<file path="config.mk">
export PLATFORM = sky130hd
export DESIGN_NAME = i2s_tx_flat
export DESIGN_NICKNAME = d
export VERILOG_FILES = /design/src/rtl/audio_pkg.sv /design/src/rtl/i2s_tx_if.sv /design/src/rtl/i2s_clkgen.sv /design/src/rtl/i2s_tx.sv /design/src/flat_wrapper.sv
export SDC_FILE = /design/constraint.sdc
export NUM_CORES = 1
export LEC_CHECK = 0
export CAP_MARGIN = 10
export CELL_PAD_IN_SITES_DETAIL_PLACEMENT = 0
export CELL_PAD_IN_SITES_GLOBAL_PLACEMENT = 2
export CORE_MARGIN = 2
export CORE_UTILIZATION = 43
export CTS_CLUSTER_SIZE = 8
export DETAILED_ROUTE_END_ITERATION = 8
export PLACE_DENSITY = 0.88
export SLEW_MARGIN = 20
export SYNTH_ARGS = -nofsm -noshare
export SYNTH_HDL_FRONTEND = slang
export SYNTH_SLANG_ARGS = --single-unit
</file>
<file path="constraint.sdc">
create_clock -name CLK -period 15.9 [get_ports CLK]
set_input_delay 2.385 -clock CLK [delete_from_list [all_inputs] [get_ports CLK]]
set_output_delay 2.385 -clock CLK [all_outputs]
set_load 0.02 [all_outputs]
</file>
<file path="src/rtl/audio_pkg.sv">
// ============================================================================
// Module      : audio_pkg
// Description : Shared audio constants, stereo sample type and slot helper
//               for the I2S transmit path.
// Revision    : 1.0 - initial release
// ============================================================================
`default_nettype none

package audio_pkg;

   localparam int c_bit_w    = 24;
   localparam int c_slot     = 32;
   localparam int c_bclk_div = 4;

   typedef struct packed {
      logic signed [c_bit_w-1:0] l;
      logic signed [c_bit_w-1:0] r;
   } stereo_t;

   // Bit index (MSB first) for a position inside a slot, or -1 when idle.
   function automatic int msb_index(input int pos, input int bits);
      return (pos >= 0 && pos < bits) ? bits - 1 - pos : -1;
   endfunction

endpackage

`default_nettype wire

</file>
<file path="src/rtl/i2s_tx_if.sv">
// ============================================================================
// Module      : i2s_tx_if
// Description : Stereo sample handshake between the mixer and the I2S
//               transmitter.
// Revision    : 1.0 - initial release
// ============================================================================
`default_nettype none

interface i2s_tx_if import audio_pkg::*; #(
   parameter int BIT = c_bit_w
);
   logic signed [BIT-1:0] in_L;
   logic signed [BIT-1:0] in_R;
   logic                  in_valid;
   logic                  in_ready;

   modport master (output in_L, output in_R, output in_valid, input in_ready);
   modport slave  (input in_L, input in_R, input in_valid, output in_ready);
endinterface

`default_nettype wire

</file>
<file path="src/rtl/i2s_clkgen.sv">
// ============================================================================
// Module      : i2s_clkgen
// Description : BCLK divider and bit counter; produces BCLK, LRCK and the
//               falling-edge / frame-boundary strobes. I2S_TX_LJ_EN selects
//               left-justified LRCK polarity.
// Revision    : 1.0 - initial release
// ============================================================================
`default_nettype none

module i2s_clkgen import audio_pkg::*; #(
   parameter int SLOT     = c_slot,
   parameter int BCLK_DIV = c_bclk_div,
   localparam int DW      = $clog2(BCLK_DIV),
   localparam int BW      = $clog2(2 * SLOT)
) (
   input  wire logic          CLK,
   input  wire logic          RST,
   output logic               BCLK,
   output logic               LRCK,
   output logic               frame_start,
   output logic               fall,
   output logic               boundary,
   output logic [BW-1:0]      bit_cnt_nxt
);

`ifdef I2S_TX_LJ_EN
   localparam logic c_lrck_left = 1'b1;
`else
   localparam logic c_lrck_left = 1'b0;
`endif

   logic [DW-1:0] r_div_cnt;
   logic [BW-1:0] r_bit_cnt;
   logic [DW-1:0] w_div_nxt;

   assign fall        = (r_div_cnt == DW'(BCLK_DIV - 1));
   assign boundary    = fall && (r_bit_cnt == BW'(2 * SLOT - 1));
   assign w_div_nxt   = fall ? '0 : r_div_cnt + DW'(1);
   assign bit_cnt_nxt = boundary ? '0 : (fall ? r_bit_cnt + BW'(1) : r_bit_cnt);

   // BCLK follows the divider value it will hold, so it is aligned with div_cnt.
   always_ff @(posedge CLK or posedge RST) begin
      if (RST) begin
         r_div_cnt   <= '0;
         r_bit_cnt   <= '0;
         BCLK        <= 1'b0;
         LRCK        <= 1'b0;
         frame_start <= 1'b0;
      end else begin
         r_div_cnt   <= w_div_nxt;
         r_bit_cnt   <= bit_cnt_nxt;
         BCLK        <= (w_div_nxt >= DW'(BCLK_DIV / 2));
         frame_start <= boundary;
         if (fall) begin
            LRCK <= (bit_cnt_nxt >= BW'(SLOT)) ? ~c_lrck_left : c_lrck_left;
         end
      end
   end

endmodule

`default_nettype wire

</file>
<file path="src/rtl/i2s_tx.sv">
// ============================================================================
// Module      : i2s_tx
// Description : Stereo I2S transmitter with one-entry holding register and
//               underrun repeat. I2S_TX_LJ_EN selects left-justified format.
// Revision    : 1.0 - initial release
// ============================================================================
`default_nettype none

module i2s_tx import audio_pkg::*; #(
   parameter int BIT      = c_bit_w,
   parameter int SLOT     = c_slot,
   parameter int BCLK_DIV = c_bclk_div
) (
   input  wire logic CLK,
   input  wire logic RST,
   i2s_tx_if.slave   bus,
   output logic      BCLK,
   output logic      LRCK,
   output logic      SDATA,
   output logic      frame_start,
   output logic      underrun
);

   localparam int BW = $clog2(2 * SLOT);
   localparam int IW = $clog2(BIT);

`ifdef I2S_TX_LJ_EN
   localparam int c_delay = 0;
`else
   localparam int c_delay = 1;
`endif

   if (SLOT < BIT + 1) begin : g_chk_slot
      $error("i2s_tx: SLOT must be at least BIT+1");
   end
   if (BCLK_DIV < 2 || (BCLK_DIV % 2) != 0) begin : g_chk_div
      $error("i2s_tx: BCLK_DIV must be even and at least 2");
   end

   logic          w_fall;
   logic          w_boundary;
   logic [BW-1:0] w_bit_nxt;

   i2s_clkgen #(
      .SLOT     (SLOT),
      .BCLK_DIV (BCLK_DIV)
   ) u_clkgen (
      .CLK         (CLK),
      .RST         (RST),
      .BCLK        (BCLK),
      .LRCK        (LRCK),
      .frame_start (frame_start),
      .fall        (w_fall),
      .boundary    (w_boundary),
      .bit_cnt_nxt (w_bit_nxt)
   );

   logic           r_ready;
   logic           r_hold_full;
   logic [BIT-1:0] r_hold_l, r_hold_r;
   logic [BIT-1:0] r_last_l, r_last_r;
   logic [BIT-1:0] r_shift_l, r_shift_r;
   logic           r_sdata;
   logic           r_underrun;

   logic           w_xfer;
   logic           w_hold_full_nxt;
   logic [BIT-1:0] w_next_l, w_next_r;
   logic [BIT-1:0] w_word;
   int             w_pos;
   int             w_idx;
   logic           w_sdata_nxt;

   assign w_xfer          = bus.in_valid & r_ready;
   assign w_hold_full_nxt = (r_hold_full & ~w_boundary) | w_xfer;

   // The sample that will be on the wire after this edge; at a boundary the
   // shift registers are being reloaded, so look through to their new value.
   assign w_next_l = w_boundary ? (r_hold_full ? r_hold_l : r_last_l) : r_shift_l;
   assign w_next_r = w_boundary ? (r_hold_full ? r_hold_r : r_last_r) : r_shift_r;

   always_comb begin
      w_pos       = int'(w_bit_nxt);
      w_word      = w_next_l;
      w_idx       = -1;
      w_sdata_nxt = 1'b0;
      if (w_pos < SLOT) begin
         w_idx = msb_index(w_pos - c_delay, BIT);
      end else begin
         w_word = w_next_r;
         w_idx  = msb_index(w_pos - SLOT - c_delay, BIT);
      end
      if (w_idx >= 0) begin
         w_sdata_nxt = w_word[IW'(w_idx)];
      end
   end

   always_ff @(posedge CLK or posedge RST) begin
      if (RST) begin
         r_ready     <= 1'b1;
         r_hold_full <= 1'b0;
         r_hold_l    <= '0;
         r_hold_r    <= '0;
         r_last_l    <= '0;
         r_last_r    <= '0;
         r_shift_l   <= '0;
         r_shift_r   <= '0;
         r_sdata     <= 1'b0;
         r_underrun  <= 1'b0;
      end else begin
         r_hold_full <= w_hold_full_nxt;
         r_ready     <= ~w_hold_full_nxt;
         r_underrun  <= w_boundary & ~r_hold_full;
         if (w_xfer) begin
            r_hold_l <= bus.in_L;
            r_hold_r <= bus.in_R;
         end
         if (w_boundary) begin
            r_shift_l <= w_next_l;
            r_shift_r <= w_next_r;
            if (r_hold_full) begin
               r_last_l <= r_hold_l;
               r_last_r <= r_hold_r;
            end
         end
         if (w_fall) begin
            r_sdata <= w_sdata_nxt;
         end
      end
   end

   assign bus.in_ready = r_ready;
   assign SDATA        = r_sdata;
   assign underrun     = r_underrun;

endmodule

`default_nettype wire

</file>
<file path="src/flat_wrapper.sv">
// flat-port wrapper written by rule: the top's interface ports become plain ports
module i2s_tx_flat import audio_pkg::*;
#(
   parameter int BIT      = c_bit_w,
   parameter int SLOT     = c_slot,
   parameter int BCLK_DIV = c_bclk_div
)
  (CLK, RST, BCLK, LRCK, SDATA, frame_start, underrun, bus_in_L, bus_in_R, bus_in_valid, bus_in_ready);
  i2s_tx_if #(.BIT(BIT)) bus_i ();
  input  wire logic CLK;
  input  wire logic RST;
  output logic BCLK;
  output logic LRCK;
  output logic SDATA;
  output logic frame_start;
  output logic underrun;
  input wire logic [$bits(bus_i.in_L)-1:0] bus_in_L;
  input wire logic [$bits(bus_i.in_R)-1:0] bus_in_R;
  input wire logic [$bits(bus_i.in_valid)-1:0] bus_in_valid;
  output wire logic [$bits(bus_i.in_ready)-1:0] bus_in_ready;
  assign bus_i.in_L = bus_in_L;
  assign bus_i.in_R = bus_in_R;
  assign bus_i.in_valid = bus_in_valid;
  assign bus_in_ready = bus_i.in_ready;
  i2s_tx #(.BIT(BIT), .SLOT(SLOT), .BCLK_DIV(BCLK_DIV)) u_core (.CLK(CLK), .RST(RST), .bus(bus_i), .BCLK(BCLK), .LRCK(LRCK), .SDATA(SDATA), .frame_start(frame_start), .underrun(underrun));
endmodule
</file>
==> results of run 1 <==
[synthesized netlist by cell type (3+ instances only)]
| master | count | share of area [%] |
|---|---|---|
| sky130_fd_sc_hd__dfrtp_1 | 157 | 54 |
| sky130_fd_sc_hd__mux2_2 | 100 | 15 |
| sky130_fd_sc_hd__nand2_1 | 73 | 3.7 |
| sky130_fd_sc_hd__o21ai_0 | 57 | 3.9 |
| sky130_fd_sc_hd__mux2i_1 | 56 | 7.7 |
| sky130_fd_sc_hd__clkbuf_1 | 22 | 1.1 |
| sky130_fd_sc_hd__nor2_1 | 12 | 0.62 |
| sky130_fd_sc_hd__ha_1 | 11 | 1.9 |
| sky130_fd_sc_hd__nand4_1 | 9 | 0.77 |
| sky130_fd_sc_hd__buf_1 | 8 | 0.41 |
| sky130_fd_sc_hd__inv_1 | 8 | 0.41 |
| sky130_fd_sc_hd__a21oi_1 | 7 | 0.48 |
| sky130_fd_sc_hd__nand3_1 | 6 | 0.41 |
| sky130_fd_sc_hd__and3_1 | 5 | 0.43 |
| sky130_fd_sc_hd__buf_2 | 5 | 0.34 |
| sky130_fd_sc_hd__nor3_1 | 5 | 0.34 |
| sky130_fd_sc_hd__or3_1 | 4 | 0.34 |
| sky130_fd_sc_hd__a211oi_1 | 3 | 0.31 |
| sky130_fd_sc_hd__a311oi_1 | 3 | 0.36 |
| sky130_fd_sc_hd__a31oi_1 | 3 | 0.26 |
| sky130_fd_sc_hd__inv_2 | 3 | 0.15 |
| sky130_fd_sc_hd__nand3b_1 | 3 | 0.31 |
| sky130_fd_sc_hd__xnor2_1 | 3 | 0.36 |
| sky130_fd_sc_hd__xor2_1 | 3 | 0.36 |
[layer usage]
metal	routed length [µm]	global-route usage [%]	part of all wire, %
met3	652	4.28	4.4
met5	0	0	0
met4	291	6.61	1.9
met1	6990	24.0	47
met2	7000	28.1	47
[sequential cells by signal, summed over array words and instances, names as in the netlist, 6 cells and up]
name                       flops
u_core.r_shift_l              24
u_core.r_hold_l               24
u_core.u_clkgen.r_bit_cnt      6
u_core.r_shift_r              24
u_core.r_hold_r               24
u_core.r_last_r               24
u_core.r_last_l               24
[how the worst max path moves through the flow]
stage | slack, ns | to | from
after floorplan | 9.25 | u_core.SDATA$_DFFE_PP0N_ | RST
after global routing | 9.49 | u_core.SDATA$_DFFE_PP0N_ | u_core.u_clkgen.BCLK$_DFF_PP0_
final | 10.10 | u_core.SDATA$_DFFE_PP0N_ | u_core.u_clkgen.r_div_cnt[0]$_DFF_PP0_
after detailed placement | 10.08 | u_core.SDATA$_DFFE_PP0N_ | u_core.u_clkgen.r_div_cnt[0]$_DFF_PP0_
after CTS | 10.07 | u_core.SDATA$_DFFE_PP0N_ | u_core.u_clkgen.r_div_cnt[0]$_DFF_PP0_
after global placement | 10.20 | u_core.SDATA$_DFFE_PP0N_ | u_core.u_clkgen.BCLK$_DFF_PP0_
[final cells by class]
class | instances | area [µm²] | area share (%)
multi-input cells | 400 | 3180 | 37.0
clock buffers | 23 | 488 | 5.67
well taps | 220 | 275 | 3.20
repair buffers | 59 | 583 | 6.78
flip-flops and latches | 158 | 3960 | 46.0
inverters | 11 | 46.3 | 0.538
clock inverters | 9 | 75.1 | 0.872
[metrics by stage]
step	area [µm²]	setup slack [ns]	total power, mW	cells	hold slack, ns
global placement	8030	10.20	0.430	848	0.416
global route	8610	9.49	0.839	880	0.451
CTS	8600	10.07	0.817	880	0.439
finish	8610	10.10	0.805	880	0.436
detailed placement	8040	10.08	0.430	848	0.432
floorplan	7320	9.25	0.415	607	0.407
[critical path, cell delays in order, from the launching register on]
cell	delay, ns
sky130_fd_sc_hd__dfrtp_1	0.35
sky130_fd_sc_hd__ha_1	0.54
sky130_fd_sc_hd__and3_1	0.30
sky130_fd_sc_hd__nand4_4	0.50
sky130_fd_sc_hd__nand2_1	0.61
sky130_fd_sc_hd__ha_1	0.35
sky130_fd_sc_hd__o2111a_1	0.34
sky130_fd_sc_hd__nand2_1	0.09
sky130_fd_sc_hd__ha_1	0.28
sky130_fd_sc_hd__nand4bb_1	0.18
sky130_fd_sc_hd__nor4_1	0.18
sky130_fd_sc_hd__nand4_1	0.22
sky130_fd_sc_hd__a311oi_4	0.46
sky130_fd_sc_hd__o211ai_4	0.24
sky130_fd_sc_hd__and3_1	0.26
sky130_fd_sc_hd__a311o_1	0.33
sky130_fd_sc_hd__a311oi_1	0.32
sky130_fd_sc_hd__a211oi_2	0.11
[power groups by stage]
stage | clock, mW | sequential (mW) | combinational (mW)
6_report | 0.383 | 0.402 | 0.0200
5_1_grt | 0.415 | 0.402 | 0.0225
4_1_cts | 0.394 | 0.402 | 0.0208
3_5_place_dp | 0 | 0.409 | 0.0208
3_3_place_gp | 0 | 0.409 | 0.0204
2_1_floorplan | 0 | 0.410 | 0.00595
[logic make-up after synthesis]
family                     after synthesis  synth area share, %
adders and majority gates               11                 1.88
muxes                                  156                 23.0
AOI/OAI and AO/OA                       97                 8.70
DFF                                    158                 54.0
and+or+nand+nor                        129                 8.43
xor gates and xnor gates                 7                 1.09
buffers and inverters                   49                 2.80
==> impl_metrics.sql, run 1 <==
INSERT INTO impl_metrics (metric_group, metric, value, unit) VALUES
('outcome', 'outcome', 'completed', ''),
('clocking', 'clock_insertion_delay_worst_skew', '0.41', 'ns'),
('power_and_ir_drop', 'p_clk_share', '47.6', '%'),
('layout', 'final_cell_mix', '156 x sky130_fd_sc_hd__dfrtp_1, 100 x sky130_fd_sc_hd__mux2_2, 71 x sky130_fd_sc_hd__nand2_1', ''),
('power_and_ir_drop', 'power.sequential.fraction', '49.9', '%'),
('sta', 'finalClockSkew', '0.00836', 'ns'),
('worst_setup_path', 'worst-r2r-setup-slack', '10.10', 'ns'),
('clocking', 'clk_root_buffer_cell', 'sky130_fd_sc_hd__clkbuf_16', ''),
('worst_setup_path', 'rr_startpoint', 'u_core.u_clkgen.r_div_cnt[0]$_DFF_PP0_', ''),
('floorplan', 'floorplan.core_area', '16600', 'µm²'),
('layout', 'layout.nets', '709', ''),
('worst_setup_path', 'r2r.worst_path.cells', '17', ''),
('yosys', 'synth_flop_cell', 'sky130_fd_sc_hd__dfrtp_1', ''),
('worst_setup_path', 'crit_path_max_fanout', '51', ''),
('layout', 'fillCellCount', '1479', ''),
('yosys', 'netlist_area', '7320', 'µm²'),
('yosys', 'synthesis.area_per_instance', '12.1', 'µm²'),
('drt', 'firstDrtPassIters', '4', ''),
('hold_path', 'worst_hold_path.endpoint', 'u_core.u_clkgen.r_div_cnt[0]$_DFF_PP0_', ''),
('global_routing', 'grt_first_pass_wirelength', '25200', 'µm'),
('floorplan', 'rows', '47', ''),
('clocking', 'cts_resized', '0', ''),
('clocking', 'post_cts_hold_buffer_count', '0', ''),
('global_routing', 'track_usage', '17.8', '%'),
('yosys', 'synthesis.nets', '669', ''),
('floorplan', 'die_width', '134', 'µm'),
('sta', 'hold_violations', '0', ''),
('drt', 'via_count', '4648', ''),
('sta', 'setup-violations-final', '0', ''),
('floorplan', 'io_pins', '57', ''),
('worst_setup_path', 'timing.rr.end', 'u_core.SDATA$_DFFE_PP0N_', ''),
('worst_setup_path', 'critical_path.endpoint_type', 'register', ''),
('global_routing', 'number_of_antenna_violations_at_the_first_check_in_global_routing', '0', ''),
('drt', 'via_per_instance_ratio', '5.28', ''),
('drt', 'per_cell_routed_wire_length', '17.0', 'µm'),
('clocking', 'cts_buffers', '17', ''),
('sta', 'final_period_minus_worst_setup_slack', '5.80', 'ns'),
('yosys', 'post_synth_num_cell_types', '57', ''),
('layout', 'final_layout_size_suffix_gt1_share', '23.6', '%'),
('layout', 'diodes', '0', ''),
('sta', 'finalCritPeriodShare', '36.5', '%'),
('worst_setup_path', 'cp_arrival', '6.09', 'ns'),
('clocking', 'post_cts_buffers', '0', ''),
('power_and_ir_drop', 'switching_power', '0.173', 'mW'),
('clocking', 'cts_max_level', '4', ''),
('yosys', 'synth_cells', '607', ''),
('sta', 'grt_setup_unrepaired', 'no', ''),
('power_and_ir_drop', 'leakagePower', '4.26', 'nW'),
('power_and_ir_drop', 'comb_power_share', '2.5', '%'),
('yosys', 'yosysSeqAreaShare', '54.0', '%'),
('power_and_ir_drop', 'vdd.ir_drop.worst', '0.0694', 'mV'),
('yosys', 'synth-async-reset-ratio', '100', '%'),
('clocking', 'tritoncts_clock_tree', 'yes', ''),
('yosys', 'ys_warn_count', '0', ''),
('sta', 'timing_max_transition_violations_final', '0', ''),
('drt', 'antenna_violating_nets_post_route', '0', ''),
('drt', 'count_of_routing_violations_after_the_opening_detailed_route_iteration', '248', ''),
('worst_setup_path', 'crit_path_start_kind', 'register', ''),
('clocking', 'clkSinkCount', '158', ''),
('worst_setup_path', 'critPathRequiredTime', '16.19', 'ns'),
('clocking', 'path_clk_slew', '0.06', 'ns'),
('power_and_ir_drop', 'switching_share', '21.5', '%'),
('sta', 'setup_total_negative_slack', '0', 'ns'),
('drt', 'routed_wl', '14900', 'µm'),
('global_routing', 'first_global_vias', '4789', ''),
('placement', 'finalWeightedCongestion', '0.840', ''),
('sta', 'fmaxAchievable', '172', 'MHz'),
('worst_setup_path', 'criticalPathCategory', 'reg -> reg', ''),
('global_routing', 'grt_start_max_net_pins', '87', ''),
('clocking', 'clock_path_buffers', '2', ''),
('layout', 'layout_commonest_cell', 'sky130_fd_sc_hd__dfrtp_1', '');
No activity file was read; power rests on OpenSTA's default activity.
==> inputs of run 2 (changes only) <==
- CORE_UTILIZATION: 43 -> 36
- PLACE_DENSITY: 0.88 -> 0.79
- clock period: 15.9 -> 4.69 ns (I/O delays scaled with it)
==> impl_metrics.sql, run 2 (synthesized netlist as in run 1, its figures left out) <==
INSERT INTO impl_metrics (metric_group, metric, value, unit) VALUES
('outcome', 'outcome', 'completed', ''),
('worst_setup_path', 'crit_path_max_fanout', '13', ''),
('floorplan', 'io_pins', '57', ''),
('floorplan', 'start_util', '36.4', '%'),
('sta', 'finalCritPeriodShare', '92.6', '%'),
('worst_setup_path', 'critical_path.endpoint_type', 'register', ''),
('floorplan', 'die_width', '147', 'µm'),
('global_routing', 'grt_start_max_net_pins', '159', ''),
('placement', 'hpwlAfterDp', '10500', 'µm'),
('global_routing', 'track_usage', '15.4', '%'),
('placement', 'post_dp_cell_area', '8170', 'µm²'),
('layout', 'layout.nets', '719', ''),
('worst_setup_path', 'crit_path_start', 'u_core.u_clkgen.BCLK$_DFF_PP0_', ''),
('worst_setup_path', 'cp_arrival', '4.64', 'ns'),
('sta', 'timing_max_transition_violations_final', '0', ''),
('sta', 'hold-worst-slack', '0.434', 'ns'),
('placement', 'io_buffers', '56', ''),
('global_routing', 'grt_remaining_overflow', '0', ''),
('layout', 'flow.area_growth_from_synthesis', '20.7', '%'),
('power_and_ir_drop', 'leakagePower', '4.33', 'nW'),
('drt', 'routed_wl', '15500', 'µm'),
('layout', 'diodes', '0', ''),
('worst_setup_path', 'critPathRequiredTime', '4.98', 'ns'),
('clocking', 'cts_max_level', '4', ''),
('worst_setup_path', 'rr_startpoint', 'u_core.u_clkgen.BCLK$_DFF_PP0_', ''),
('layout', 'seq_area', '3960', 'µm²'),
('global_routing', 'use_met3', '3.72', '%'),
('clocking', 'clock_insertion_delay_worst_skew', '0.42', 'ns'),
('drt', 'via_count', '4697', ''),
('worst_setup_path', 'criticalPathCategory', 'reg -> reg', ''),
('sta', 'slew-limit-headroom', '39.7', '%'),
('placement', 'finalWeightedCongestion', '0.805', ''),
('clocking', 'tritoncts_clock_tree', 'yes', ''),
('layout', 'finish.utilization', '43.9', '%'),
('clocking', 'path_clk_slew', '0.06', 'ns'),
('drt', 'firstDrtPassIters', '4', ''),
('worst_setup_path', 'worst_path_dominant_cell_family', 'compound AO/OA/AOI/OAI gates', ''),
('worst_setup_path', 'cp_cell_sequence', 'ha_2 -> and3_1 -> nand4_4 -> nand2_1 -> ha_1 -> o2111a_2 -> nand2_1 -> ha_1 -> nand4bb_1 -> nor4_1 -> nand4_1 -> a311oi_4 -> o211ai_4 -> and3_1 -> a311o_1 -> a311oi_2 -> a211oi_2', ''),
('hold_path', 'min-delay-start', 'u_core.u_clkgen.r_div_cnt[0]$_DFF_PP0_', ''),
('layout', 'final_cell_mix', '155 x sky130_fd_sc_hd__dfrtp_1, 100 x sky130_fd_sc_hd__mux2_2, 71 x sky130_fd_sc_hd__nand2_1', ''),
('sta', 'max_slew.worst_pin.slew', '0.904', 'ns'),
('sta', 'setup_total_negative_slack', '0', 'ns'),
('sta', 'grt_setup_unrepaired', 'no', ''),
('clocking', 'clock_path_buffers', '2', ''),
('floorplan', 'die_height', '147', 'µm'),
('sta', 'setup-violations-final', '0', ''),
('drt', 'antenna_violating_nets_post_route', '0', ''),
('sta', 'final_period_minus_worst_setup_slack', '4.34', 'ns'),
('layout', 'final_layout_size_suffix_gt1_share', '25.8', '%'),
('sta', 'finalClockSkew', '0.00754', 'ns'),
('clocking', 'cts_buffers', '17', ''),
('hold_path', 'hp-class', 'reg -> reg', ''),
('worst_setup_path', 'worst-r2r-setup-slack', '0.35', 'ns'),
('layout', 'fillCellCount', '1859', ''),
('worst_setup_path', 'slowest_stage', 'sky130_fd_sc_hd__a311oi_4', ''),
('global_routing', 'grt_use_met1', '20.8', '%'),
('drt', 'remaining_drc_errors', '0', ''),
('layout', 'layout_commonest_cell', 'sky130_fd_sc_hd__dfrtp_1', ''),
('layout', 'multi_input_logic_area', '3190', 'µm²'),
('worst_setup_path', 'crit_path_start_kind', 'register', ''),
('drt', 'per_cell_routed_wire_length', '16.4', 'µm'),
('global_routing', 'first_global_vias', '4973', ''),
('worst_setup_path', 'delay_of_the_slowest_cell_on_the_worst_path', '0.38', 'ns'),
('power_and_ir_drop', 'cellPowerDensity', '327', 'nW/µm²'),
('drt', 'count_of_routing_violations_after_the_opening_detailed_route_iteration', '188', ''),
('global_routing', 'top_usage_layer', 'met2', ''),
('clocking', 'clk_root_buffer_cell', 'sky130_fd_sc_hd__clkbuf_16', ''),
('worst_setup_path', 'timing.critical_path.buf_inv', '0', ''),
('floorplan', 'floorplan.core_area', '20100', 'µm²'),
('floorplan', 'rows', '52', ''),
('clocking', 'post_cts_hold_buffer_count', '0', ''),
('clocking', 'clkSinkCount', '158', ''),
('sta', 'hold_violations', '0', ''),
('global_routing', 'grt_first_pass_wirelength', '26200', 'µm'),
('job', 'max_cap_violations', '0', ''),
('drt', 'via_per_instance_ratio', '5.00', ''),
('sta', 'fmaxAchievable', '230', 'MHz'),
('layout', 'fin_area', '8830', 'µm²'),
('global_routing', 'number_of_antenna_violations_at_the_first_check_in_global_routing', '0', ''),
('power_and_ir_drop', 'vdd.ir_drop.worst', '0.223', 'mV'),
('global_routing', 'grtUsageMet2', '24.5', '%'),
('floorplan', 'dieArea', '21500', 'µm²');
[run 2: changes by cell type in the layout (fill, tap and decap cells not counted), moves of 2 or more]
cell and change:
sky130_fd_sc_hd__buf_4 +9, sky130_fd_sc_hd__inv_6 -2, sky130_fd_sc_hd__ha_1 -2, sky130_fd_sc_hd__clkinv_2 +2, sky130_fd_sc_hd__bufinv_16 +4, sky130_fd_sc_hd__ha_2 +2
sky130_fd_sc_hd__clkbuf_8 -3
[run 2: final timing paths]
| kind | endpoint | depth (start not counted) |
|---|---|---|
| setup / recovery | u_core.SDATA$_DFFE_PP0N_ | 17 |
| hold / removal | u_core.u_clkgen.r_div_cnt[0]$_DFF_PP0_ | 1 |
| setup reg to reg | u_core.SDATA$_DFFE_PP0N_ | 17 |
| hold reg to reg | u_core.u_clkgen.r_div_cnt[0]$_DFF_PP0_ | 1 |
| max in group asynchronous | u_core.u_clkgen.r_bit_cnt[0]$_DFF_PP0_ | 3 |
| min in group asynchronous | u_core.r_hold_r[9]$_DFFE_PP0P_ | 3 |
[run 2: per-layer routing]
| layer | up-vias | wire, µm | part of all wire, % |
|---|---|---|---|
| met4 | 0 | 199 | 1.3 |
| met5 | - | 0 | 0 |
| met1 | 2331 | 7300 | 47 |
| li1 | 2290 | - | - |
| met2 | 60 | 7470 | 48 |
| met3 | 16 | 485 | 3.1 |
[run 2: area by class of cell]
cell class	instances	share of cell area (%)
repair buffers	69	7.59
clock buffers	19	5.01
clock inverters	13	2.10
well taps	270	3.82
flip-flops and latches	158	44.8
multi-input cells	400	36.1
inverters	11	0.538
[run 2: worst reg2reg max path: stages, from the launching register on]
cell and delay, ns:
sky130_fd_sc_hd__dfrtp_1 0.36, sky130_fd_sc_hd__ha_2 0.31, sky130_fd_sc_hd__and3_1 0.24, sky130_fd_sc_hd__nand4_4 0.14
sky130_fd_sc_hd__nand2_1 0.13, sky130_fd_sc_hd__ha_1 0.19, sky130_fd_sc_hd__o2111a_2 0.29, sky130_fd_sc_hd__nand2_1 0.09
sky130_fd_sc_hd__ha_1 0.28, sky130_fd_sc_hd__nand4bb_1 0.17, sky130_fd_sc_hd__nor4_1 0.19, sky130_fd_sc_hd__nand4_1 0.22
sky130_fd_sc_hd__a311oi_4 0.38, sky130_fd_sc_hd__o211ai_4 0.24, sky130_fd_sc_hd__and3_1 0.27, sky130_fd_sc_hd__a311o_1 0.33
sky130_fd_sc_hd__a311oi_2 0.30, sky130_fd_sc_hd__a211oi_2 0.10
[run 2: where the power goes]
group,leakage (nW),total (mW),internal (mW),switching (mW)
Sequential,2.18,1.36,1.36,0
Clock,0.304,1.46,0.907,0.552
Combinational,1.85,0.0687,0.0381,0.0306
[run 2: repair_timing]
item	4_1_cts	5_1_grt
setup buffers	0	1
hold endpoints to repair	0	0
setup endpoints to repair	0	1
gates resized for setup	0	8
[run 2: per-stage QoR]
step	total power, mW	setup slack, ns	instances
floorplan	1.41	0.0393	607
global placement	1.46	0.209	907
detailed placement	1.46	0.0658	907
CTS	2.93	0.0448	939
global route	3.00	0.0375	940
finish	2.89	0.349	940
